--- config.mk ---
export PLATFORM = sky130hd
export DESIGN_NAME = lcd_responder_flat
export DESIGN_NICKNAME = d
export VERILOG_FILES = /design/src/rtl/lcd_responder_if.sv /design/src/rtl/lcd_responder.sv /design/src/flat_wrapper.sv
export SDC_FILE = /design/constraint.sdc
export NUM_CORES = 1
export LEC_CHECK = 0
export CORE_MARGIN = 4
export CORE_UTILIZATION = 54
export CTS_BUF_LIST = sky130_fd_sc_hd__clkbuf_4 sky130_fd_sc_hd__clkbuf_8
export CTS_CLUSTER_SIZE = 10
export DETAILED_ROUTE_END_ITERATION = 6
export HOLD_SLACK_MARGIN = 0.03
export PLACE_DENSITY = 0.7
export SLEW_MARGIN = 20
export SYNTH_ARGS = -nofsm -noshare
export SYNTH_HDL_FRONTEND = slang
export SYNTH_SLANG_ARGS = --single-unit
--- constraint.sdc ---
create_clock -name clk -period 5.2 [get_ports clk]
set_input_delay 1.04 -clock clk [delete_from_list [all_inputs] [get_ports clk]]
set_output_delay 1.04 -clock clk [all_outputs]
set_load 0.03 [all_outputs]
--- src/rtl/lcd_responder_if.sv ---
// lcd_responder_if: 4-bit character-LCD bus between lcd_ctrl (master) and the
// lcd_responder device model (slave), including the optional read-back nibble.
interface lcd_responder_if;
   logic [11:8] SF_D;
   logic        LCD_E;
   logic        LCD_RS;
   logic        LCD_RW;
   logic [3:0]  sf_d_out;
   logic        sf_d_oe;

   modport master (
      output SF_D, LCD_E, LCD_RS, LCD_RW,
      input  sf_d_out, sf_d_oe
   );

   modport slave (
      input  SF_D, LCD_E, LCD_RS, LCD_RW,
      output sf_d_out, sf_d_oe
   );
endinterface

--- src/rtl/lcd_responder.sv ---
// lcd_responder: HD44780-style device end of the 4-bit LCD bus with 80-byte DDRAM.
// Define LCD_RESP_READ_EN to compile in read-cycle (RW=1) support.
module lcd_responder #(
   parameter int unsigned BUSY_CYCLES  = 2000,
   parameter int unsigned CLEAR_CYCLES = 82000
) (
   input  logic           clk,
   input  logic           reset,
   lcd_responder_if.slave bus,
   input  logic [6:0]     disp_addr,
   output logic [7:0]     disp_char,
   output logic           busy,
   output logic           four_bit_mode,
   output logic           display_on,
   output logic           entry_inc,
   output logic [6:0]     cursor_addr,
   output logic           cmd_valid,
   output logic [7:0]     cmd_byte,
   output logic           cmd_rs,
   output logic           protocol_err
);
   localparam int unsigned SWEEP_LEN  = 80;
   localparam int unsigned CLEAR_LOAD = (CLEAR_CYCLES > SWEEP_LEN) ? CLEAR_CYCLES : SWEEP_LEN;
   localparam int unsigned MAX_LOAD   = (BUSY_CYCLES > CLEAR_LOAD) ? BUSY_CYCLES : CLEAR_LOAD;
   localparam int          CNT_W      = $clog2(MAX_LOAD + 1);

   typedef enum logic [1:0] {ST_BOOT, ST_INIT, ST_IDLE, ST_CLEAR} state_t;

   state_t           state, state_d;
   logic [6:0]       sweep_idx, sweep_idx_d;
   logic [CNT_W-1:0] busy_cnt, busy_cnt_d;

   logic             e_p0, e_p1, e_p2;
   logic [3:0]       d_p0, d_p1;
   logic             rs_p0, rs_p1, rw_p0, rw_p1;
   logic [3:0]       lat_d;
   logic             lat_rs, lat_rw;
   logic             stb_p2;

   logic             phase, phase_d;
   logic [3:0]       hi_nib, hi_nib_d;
   logic [6:0]       ac_d;
   logic             entry_inc_d, display_on_d, four_bit_d;
   logic             cmd_valid_d, cmd_rs_d, err_d;
   logic [7:0]       cmd_byte_d;
   logic [7:0]       exec_byte;

   logic             ram_we;
   logic [6:0]       ram_widx;
   logic [7:0]       ram_wdata;
   logic [7:0]       ram [0:SWEEP_LEN-1];

   // DDRAM row 0 is 0x00-0x27, row 1 is 0x40-0x67; packed into 80 contiguous bytes.
   function automatic logic [6:0] ac_to_idx(input logic [6:0] a);
      return a[6] ? (7'd40 + {1'b0, a[5:0]}) : {1'b0, a[5:0]};
   endfunction

   function automatic logic addr_ok(input logic [6:0] a);
      return (a <= 7'h27) || ((a >= 7'h40) && (a <= 7'h67));
   endfunction

   function automatic logic [6:0] ac_step(input logic [6:0] a, input logic inc);
      if (inc) begin
         if (a == 7'h27)      return 7'h40;
         else if (a == 7'h67) return 7'h00;
         else                 return a + 7'd1;
      end else begin
         if (a == 7'h00)      return 7'h67;
         else if (a == 7'h40) return 7'h27;
         else                 return a - 7'd1;
      end
   endfunction

   assign busy = (busy_cnt != '0);

   // p0/p1: pin synchronizers; p2: E history for edge detect and strobe event
   always_ff @(posedge clk or negedge reset) begin
      if (!reset) begin
         e_p0   <= 1'b0;
         e_p1   <= 1'b0;
         e_p2   <= 1'b0;
         stb_p2 <= 1'b0;
      end else begin
         e_p0   <= bus.LCD_E;
         e_p1   <= e_p0;
         e_p2   <= e_p1;
         stb_p2 <= e_p2 & ~e_p1;
      end
   end

   always_ff @(posedge clk) begin
      d_p0  <= bus.SF_D;
      d_p1  <= d_p0;
      rs_p0 <= bus.LCD_RS;
      rs_p1 <= rs_p0;
      rw_p0 <= bus.LCD_RW;
      rw_p1 <= rw_p0;
      if (e_p1) begin
         lat_d  <= d_p1;
         lat_rs <= rs_p1;
         lat_rw <= rw_p1;
      end
      hi_nib <= hi_nib_d;
   end

   always_ff @(posedge clk) begin
      if (ram_we) ram[ram_widx] <= ram_wdata;
   end

   // Execute stage: decode the strobe seen one cycle earlier
   always_comb begin
      state_d      = state;
      sweep_idx_d  = sweep_idx;
      busy_cnt_d   = busy ? (busy_cnt - CNT_W'(1)) : busy_cnt;
      phase_d      = phase;
      hi_nib_d     = hi_nib;
      ac_d         = cursor_addr;
      entry_inc_d  = entry_inc;
      display_on_d = display_on;
      four_bit_d   = four_bit_mode;
      cmd_valid_d  = 1'b0;
      cmd_byte_d   = cmd_byte;
      cmd_rs_d     = cmd_rs;
      err_d        = 1'b0;
      ram_we       = 1'b0;
      ram_widx     = sweep_idx;
      ram_wdata    = 8'h20;
      exec_byte    = four_bit_mode ? {hi_nib, lat_d} : {lat_d, 4'h0};

      case (state)
         ST_BOOT: begin
            state_d     = ST_INIT;
            sweep_idx_d = 7'd0;
            busy_cnt_d  = CNT_W'(SWEEP_LEN);
         end
         ST_INIT, ST_CLEAR: begin
            ram_we      = 1'b1;
            sweep_idx_d = sweep_idx + 7'd1;
            if (sweep_idx == 7'(SWEEP_LEN - 1)) state_d = ST_IDLE;
         end
         default: ;
      endcase

      if (stb_p2 && (state != ST_BOOT)) begin
         if (lat_rw) begin
`ifdef LCD_RESP_READ_EN
            if (four_bit_mode) phase_d = ~phase;
            if (lat_rs) begin
               if (busy) err_d = 1'b1;
               if (!four_bit_mode || phase) ac_d = ac_step(cursor_addr, entry_inc);
            end
`else
            err_d = 1'b1;
`endif
         end else if (busy) begin
            err_d = 1'b1;
         end else if (four_bit_mode && !phase) begin
            hi_nib_d = lat_d;
            phase_d  = 1'b1;
         end else begin
            phase_d     = 1'b0;
            cmd_valid_d = 1'b1;
            cmd_byte_d  = exec_byte;
            cmd_rs_d    = lat_rs;
            busy_cnt_d  = CNT_W'(BUSY_CYCLES);
            if (lat_rs) begin
               ram_we    = 1'b1;
               ram_widx  = ac_to_idx(cursor_addr);
               ram_wdata = exec_byte;
               ac_d      = ac_step(cursor_addr, entry_inc);
            end else if (exec_byte == 8'h01) begin
               state_d     = ST_CLEAR;
               sweep_idx_d = 7'd0;
               ac_d        = 7'h00;
               entry_inc_d = 1'b1;
               busy_cnt_d  = CNT_W'(CLEAR_LOAD);
            end else if (exec_byte[7:1] == 7'b0000001) begin
               ac_d       = 7'h00;
               busy_cnt_d = CNT_W'(CLEAR_CYCLES);
            end else if (exec_byte[7:2] == 6'b000001) begin
               entry_inc_d = exec_byte[1];
            end else if (exec_byte[7:3] == 5'b00001) begin
               display_on_d = exec_byte[2];
            end else if (exec_byte[7:4] == 4'b0001) begin
               if (!exec_byte[2]) ac_d = ac_step(cursor_addr, entry_inc);
            end else if (exec_byte[7:5] == 3'b001) begin
               four_bit_d = ~exec_byte[4];
            end else if (exec_byte[7:6] == 2'b01) begin
               ac_d = cursor_addr;
            end else if (addr_ok(exec_byte[6:0])) begin
               ac_d = exec_byte[6:0];
            end else begin
               err_d = 1'b1;
            end
         end
      end
   end

   always_ff @(posedge clk or negedge reset) begin
      if (!reset) begin
         state         <= ST_BOOT;
         sweep_idx     <= 7'd0;
         busy_cnt      <= '0;
         phase         <= 1'b0;
         cursor_addr   <= 7'h00;
         entry_inc     <= 1'b1;
         display_on    <= 1'b0;
         four_bit_mode <= 1'b0;
         cmd_valid     <= 1'b0;
         cmd_byte      <= 8'h00;
         cmd_rs        <= 1'b0;
         protocol_err  <= 1'b0;
         disp_char     <= 8'h00;
      end else begin
         state         <= state_d;
         sweep_idx     <= sweep_idx_d;
         busy_cnt      <= busy_cnt_d;
         phase         <= phase_d;
         cursor_addr   <= ac_d;
         entry_inc     <= entry_inc_d;
         display_on    <= display_on_d;
         four_bit_mode <= four_bit_d;
         cmd_valid     <= cmd_valid_d;
         cmd_byte      <= cmd_byte_d;
         cmd_rs        <= cmd_rs_d;
         protocol_err  <= err_d;
         disp_char     <= addr_ok(disp_addr) ? ram[ac_to_idx(disp_addr)] : 8'h00;
      end
   end

`ifdef LCD_RESP_READ_EN
   logic [7:0] ac_char;
   logic [3:0] rd_nib;
   logic       rd_oe;

   assign ac_char = ram[ac_to_idx(cursor_addr)];

   // Drive follows synchronized E/RW so the pins release within 3 clk of E falling
   always_ff @(posedge clk or negedge reset) begin
      if (!reset) begin
         rd_oe  <= 1'b0;
         rd_nib <= 4'h0;
      end else begin
         rd_oe <= e_p1 & rw_p1;
         if (e_p1 && rw_p1) begin
            if (rs_p1) rd_nib <= phase ? ac_char[3:0] : ac_char[7:4];
            else       rd_nib <= phase ? cursor_addr[3:0] : {busy, cursor_addr[6:4]};
         end else begin
            rd_nib <= 4'h0;
         end
      end
   end

   assign bus.sf_d_out = rd_nib;
   assign bus.sf_d_oe  = rd_oe;
`else
   assign bus.sf_d_out = 4'h0;
   assign bus.sf_d_oe  = 1'b0;
`endif

endmodule

--- src/flat_wrapper.sv ---
// flat-port wrapper written by rule: the top's interface ports become plain ports
module lcd_responder_flat 
#(
   parameter int unsigned BUSY_CYCLES  = 2000,
   parameter int unsigned CLEAR_CYCLES = 82000
)
  (clk, reset, disp_addr, disp_char, busy, four_bit_mode, display_on, entry_inc, cursor_addr, cmd_valid, cmd_byte, cmd_rs, protocol_err, bus_SF_D, bus_LCD_E, bus_LCD_RS, bus_LCD_RW, bus_sf_d_out, bus_sf_d_oe);
  lcd_responder_if bus_i ();
  input  logic clk;
  input  logic reset;
  input  logic [6:0] disp_addr;
  output logic [7:0] disp_char;
  output logic busy;
  output logic four_bit_mode;
  output logic display_on;
  output logic entry_inc;
  output logic [6:0] cursor_addr;
  output logic cmd_valid;
  output logic [7:0] cmd_byte;
  output logic cmd_rs;
  output logic protocol_err;
  input wire logic [$bits(bus_i.SF_D)-1:0] bus_SF_D;
  input wire logic [$bits(bus_i.LCD_E)-1:0] bus_LCD_E;
  input wire logic [$bits(bus_i.LCD_RS)-1:0] bus_LCD_RS;
  input wire logic [$bits(bus_i.LCD_RW)-1:0] bus_LCD_RW;
  output wire logic [$bits(bus_i.sf_d_out)-1:0] bus_sf_d_out;
  output wire logic [$bits(bus_i.sf_d_oe)-1:0] bus_sf_d_oe;
  assign bus_i.SF_D = bus_SF_D;
  assign bus_i.LCD_E = bus_LCD_E;
  assign bus_i.LCD_RS = bus_LCD_RS;
  assign bus_i.LCD_RW = bus_LCD_RW;
  assign bus_sf_d_out = bus_i.sf_d_out;
  assign bus_sf_d_oe = bus_i.sf_d_oe;
  lcd_responder #(.BUSY_CYCLES(BUSY_CYCLES), .CLEAR_CYCLES(CLEAR_CYCLES)) u_core (.clk(clk), .reset(reset), .bus(bus_i), .disp_addr(disp_addr), .disp_char(disp_char), .busy(busy), .four_bit_mode(four_bit_mode), .display_on(display_on), .entry_inc(entry_inc), .cursor_addr(cursor_addr), .cmd_valid(cmd_valid), .cmd_byte(cmd_byte), .cmd_rs(cmd_rs), .protocol_err(protocol_err));
endmodule
==> flow_metrics.py <==
metrics = {
    "global_route": {
        "grt_max_degree": 81,
        "gr-total-overflow": 0,
        "antenna_found_initial": 0,
        "grt_pass1_wl_um": 103400,
        "grt.total_usage_pct": 24.19,
        "first_global_vias": 15780,
    },
    "die": {
        "boundaryPins": 51,
        "die_w_um": 241.1,
        "start_util_pct": 54.53,
        "die-area_sq_mm": 0.05814,
        "die_h_um": 241.1,
        "rows": 85,
        "core_area_sq_mm": 0.05381,
    },
    "final_layout": {
        "post-route-cell-area_sq_mm": 0.03290,
        "nets": 1744,
        "drive_gt1_share_pct": 24.42,
        "syn_to_final_growth_pct": 12.11,
    },
    "route": {
        "via_per_inst": 6.335,
        "wl_um": 68220,
        "wl_per_cell_um": 27.21,
        "drt_pre_antenna_iters": 5,
        "final_antenna_net_count": 0,
        "via_count": 15880,
        "drtIter0Drc": 1811,
        "route.detailed.drc": 0,
    },
    "synth": {
        "synth_warnings": 0,
        "ys_ff_latch": 722,
        "synth_ff_type": "edfxtp_1",
        "async_flop_share_pct": 8.310,
        "avgSynthCellArea_sq_um": 18.32,
        "synth_cell_types": 74,
        "ys_seq_area_share_pct": 72.45,
        "synthCells": 1602,
        "synth_edf_count": 650,
        "syn_area_sq_mm": 0.02935,
    },
    "place": {
        "hpwl_um": 43890,
        "post-place-ws_ns": 0.9613,
        "io_buffers": 45,
        "place.gp.congestion": 0.8843,
        "dpl_cell_area_sq_mm": 0.03066,
    },
    "setup_path": {
        "critical_path_class": "flip-flop to output port",
        "cp_max_fo": 10,
        "start_kind": "flip-flop",
        "path_cells": "nor3_1 > nand4_1 > or3_1 > clkdlybuf4s50_1",
        "cp_slowest_cell": "clkdlybuf4s50_1",
        "critical-path-max-stage-delay_ns": 0.66,
        "arrival_ns": 3.12,
        "crit_required_ns": 4.16,
        "endpoint_kind": "output port",
    },
    "cts": {
        "cts-htree-levels": 3,
        "cts.clk_slew.worst_paths_ns": 0.06,
        "clkSinkCount": 722,
        "postCtsSetupRepairBufs": 0,
        "cts_inserted_buffers": 111,
        "cts_tree": "yes",
        "cts_resized": 0,
        "cts_buffer_depth": 3,
        "cts-hold-fix-buffers": 0,
        "root_buffer": "clkbuf_8",
        "clk_latency_ns": 0.72,
    },
    "worst_hold_path": {
        "min_path_type": "flip-flop to flip-flop",
    },
    "timing": {
        "tightest_slew_ns": 1.116,
        "setup_ws_ns": 1.043,
        "setup_viol": 0,
        "drv_slew": 0,
        "fin_crit_ns": 4.157,
        "setup-tns-final_ns": 0,
        "fmax_ghz": 0.2406,
        "fin_crit_sh_pct": 79.93,
        "rsz0062_at_grt": "false",
        "finalHoldViolations": 0,
        "finClkSkew_ns": 0.04687,
        "slew_headroom_pct": 24.16,
    },
    "run_status": {
        "status": "completed",
    },
    "power": {
        "leakagePower_nw": 9.271,
        "worst_ir_drop_vdd_uv": 299.3,
        "powerDensity_mw_per_mm2": 341.9,
    },
    "run": {
        "maxCapViolCount": 0,
    },
}
[synthesized netlist by cell type (16+ instances only)]
master | count | share of area [%]
a21oi_1 | 45 | 0.77
a31oi_1 | 16 | 0.34
buf_2 | 23 | 0.39
clkbuf_1 | 37 | 0.47
dfrtp_1 | 59 | 5.0
edfxtp_1 | 650 | 67
mux2i_1 | 27 | 0.92
mux4_2 | 176 | 14
nand2_1 | 67 | 0.86
nand3_1 | 31 | 0.53
nor2_1 | 128 | 1.6
nor2b_1 | 21 | 0.45
o21ai_0 | 44 | 0.75
[metal layers]
metal	wire length (um)	part of all wire, %	GRT usage, %
met1	27790	41	35.43
met2	33040	48	37.81
met3	5553	8.1	4.548
met4	1838	2.7	7.616
met5	0	0	0
[cell usage in the layout (no fill, tap or decap), types with 9 or more instances in the layout]
master	count
a211oi_1	11
nand3_1	31
a31oi_1	15
clkbuf_4	49
ha_1	9
nor2_1	121
dfxtp_1	12
dfrtp_1	59
or3_1	12
o22ai_1	9
xnor2_1	10
o21ai_0	44
nand4_1	9
mux4_2	176
and3_1	9
edfxtp_1	650
clkdlybuf4s50_1	41
buf_4	39
nand2b_1	15
clkinv_2	10
nand2_1	66
inv_1	15
a21oi_1	45
clkinv_1	24
nor3_1	14
mux2i_1	27
clkbuf_8	114
nor2b_1	21
[report_power, final]
part	internal, W	leakage [nW]	switching, W	total [W]
Combinational	0.000134	2.57	0.000217	0.000352
Sequential	0.00625	5.53	0.0000163	0.00627
Clock	0.00249	1.18	0.00214	0.00463
Total	0.00888	9.27	0.00237	0.0112
[kinds of logic after synthesis]
logic type                 synth area share [%]
buffers and inverters                     1.646
DFF                                       72.45
adders and majority gates                0.3837
and+or+nand+nor                           5.931
other                                   0.01278
muxes                                     14.75
xor gates and xnor gates                 0.5969
AOI/OAI and AO/OA                         4.225
[worst paths after layout]
check / startpoint / endpoint / slack [ns] / depth (start not counted)
min reg2reg: u_core.d_p0[3] / u_core.d_p1[3] / 0.33 / 0
min in group asynchronous: reset / u_core.disp_char[0] / 0.51 / 2
max reg2reg: u_core.busy_cnt[0] / u_core.ram[46][3] / 1.19 / 9
max: u_core.busy_cnt[9] / busy / 1.04 / 4
max in group asynchronous: reset / u_core.cursor_addr[0] / 4.08 / 2
min: u_core.d_p0[3] / u_core.d_p1[3] / 0.33 / 0
[registers in the layout, indices dropped and copies added (netlist names), 2 cells and up]
name,cells
u_core.cmd_byte,8
u_core.lat_d,4
u_core.state,2
u_core.ram,640
u_core.d_p0,4
u_core.sweep_idx,7
u_core.cursor_addr,7
u_core.disp_char,8
u_core.hi_nib,4
u_core.d_p1,4
u_core.busy_cnt,17
[worst max-delay path: cells and delay by family, from the launching register on]
kind / cells / cell delay, ns
buffers and inverters: 1 / 0.66
AND/OR/NAND/NOR: 3 / 1.33
flip-flops: 1 / 0.41
[cell type report]
class                   instances  area (sq um)
diodes                          1         2.502
clock buffers                 163          1937
clock inverters                41         249.0
fillers                      3899         20910
inverters                      15         56.30
multi-input cells             784          7732
flip-flops and latches        722         21260
well taps                     696         870.8
repair buffers                 85         790.8
[metrics by stage]
| stage | utilization, % | power, W | instances | hold WS, ns |
|---|---|---|---|---|
| floorplan | - | 0.006625 | 1606 | 0.3096 |
| global placement | 56.97 | 0.006740 | 2301 | 0.3119 |
| detailed placement | 56.98 | 0.006742 | 2301 | 0.3121 |
| CTS | 61.04 | 0.01133 | 2505 | 0.3262 |
| global route | 61.13 | 0.01165 | 2506 | 0.3350 |
| finish | 61.14 | 0.01125 | 2507 | 0.3255 |
(Power assumes the default switching activity.)
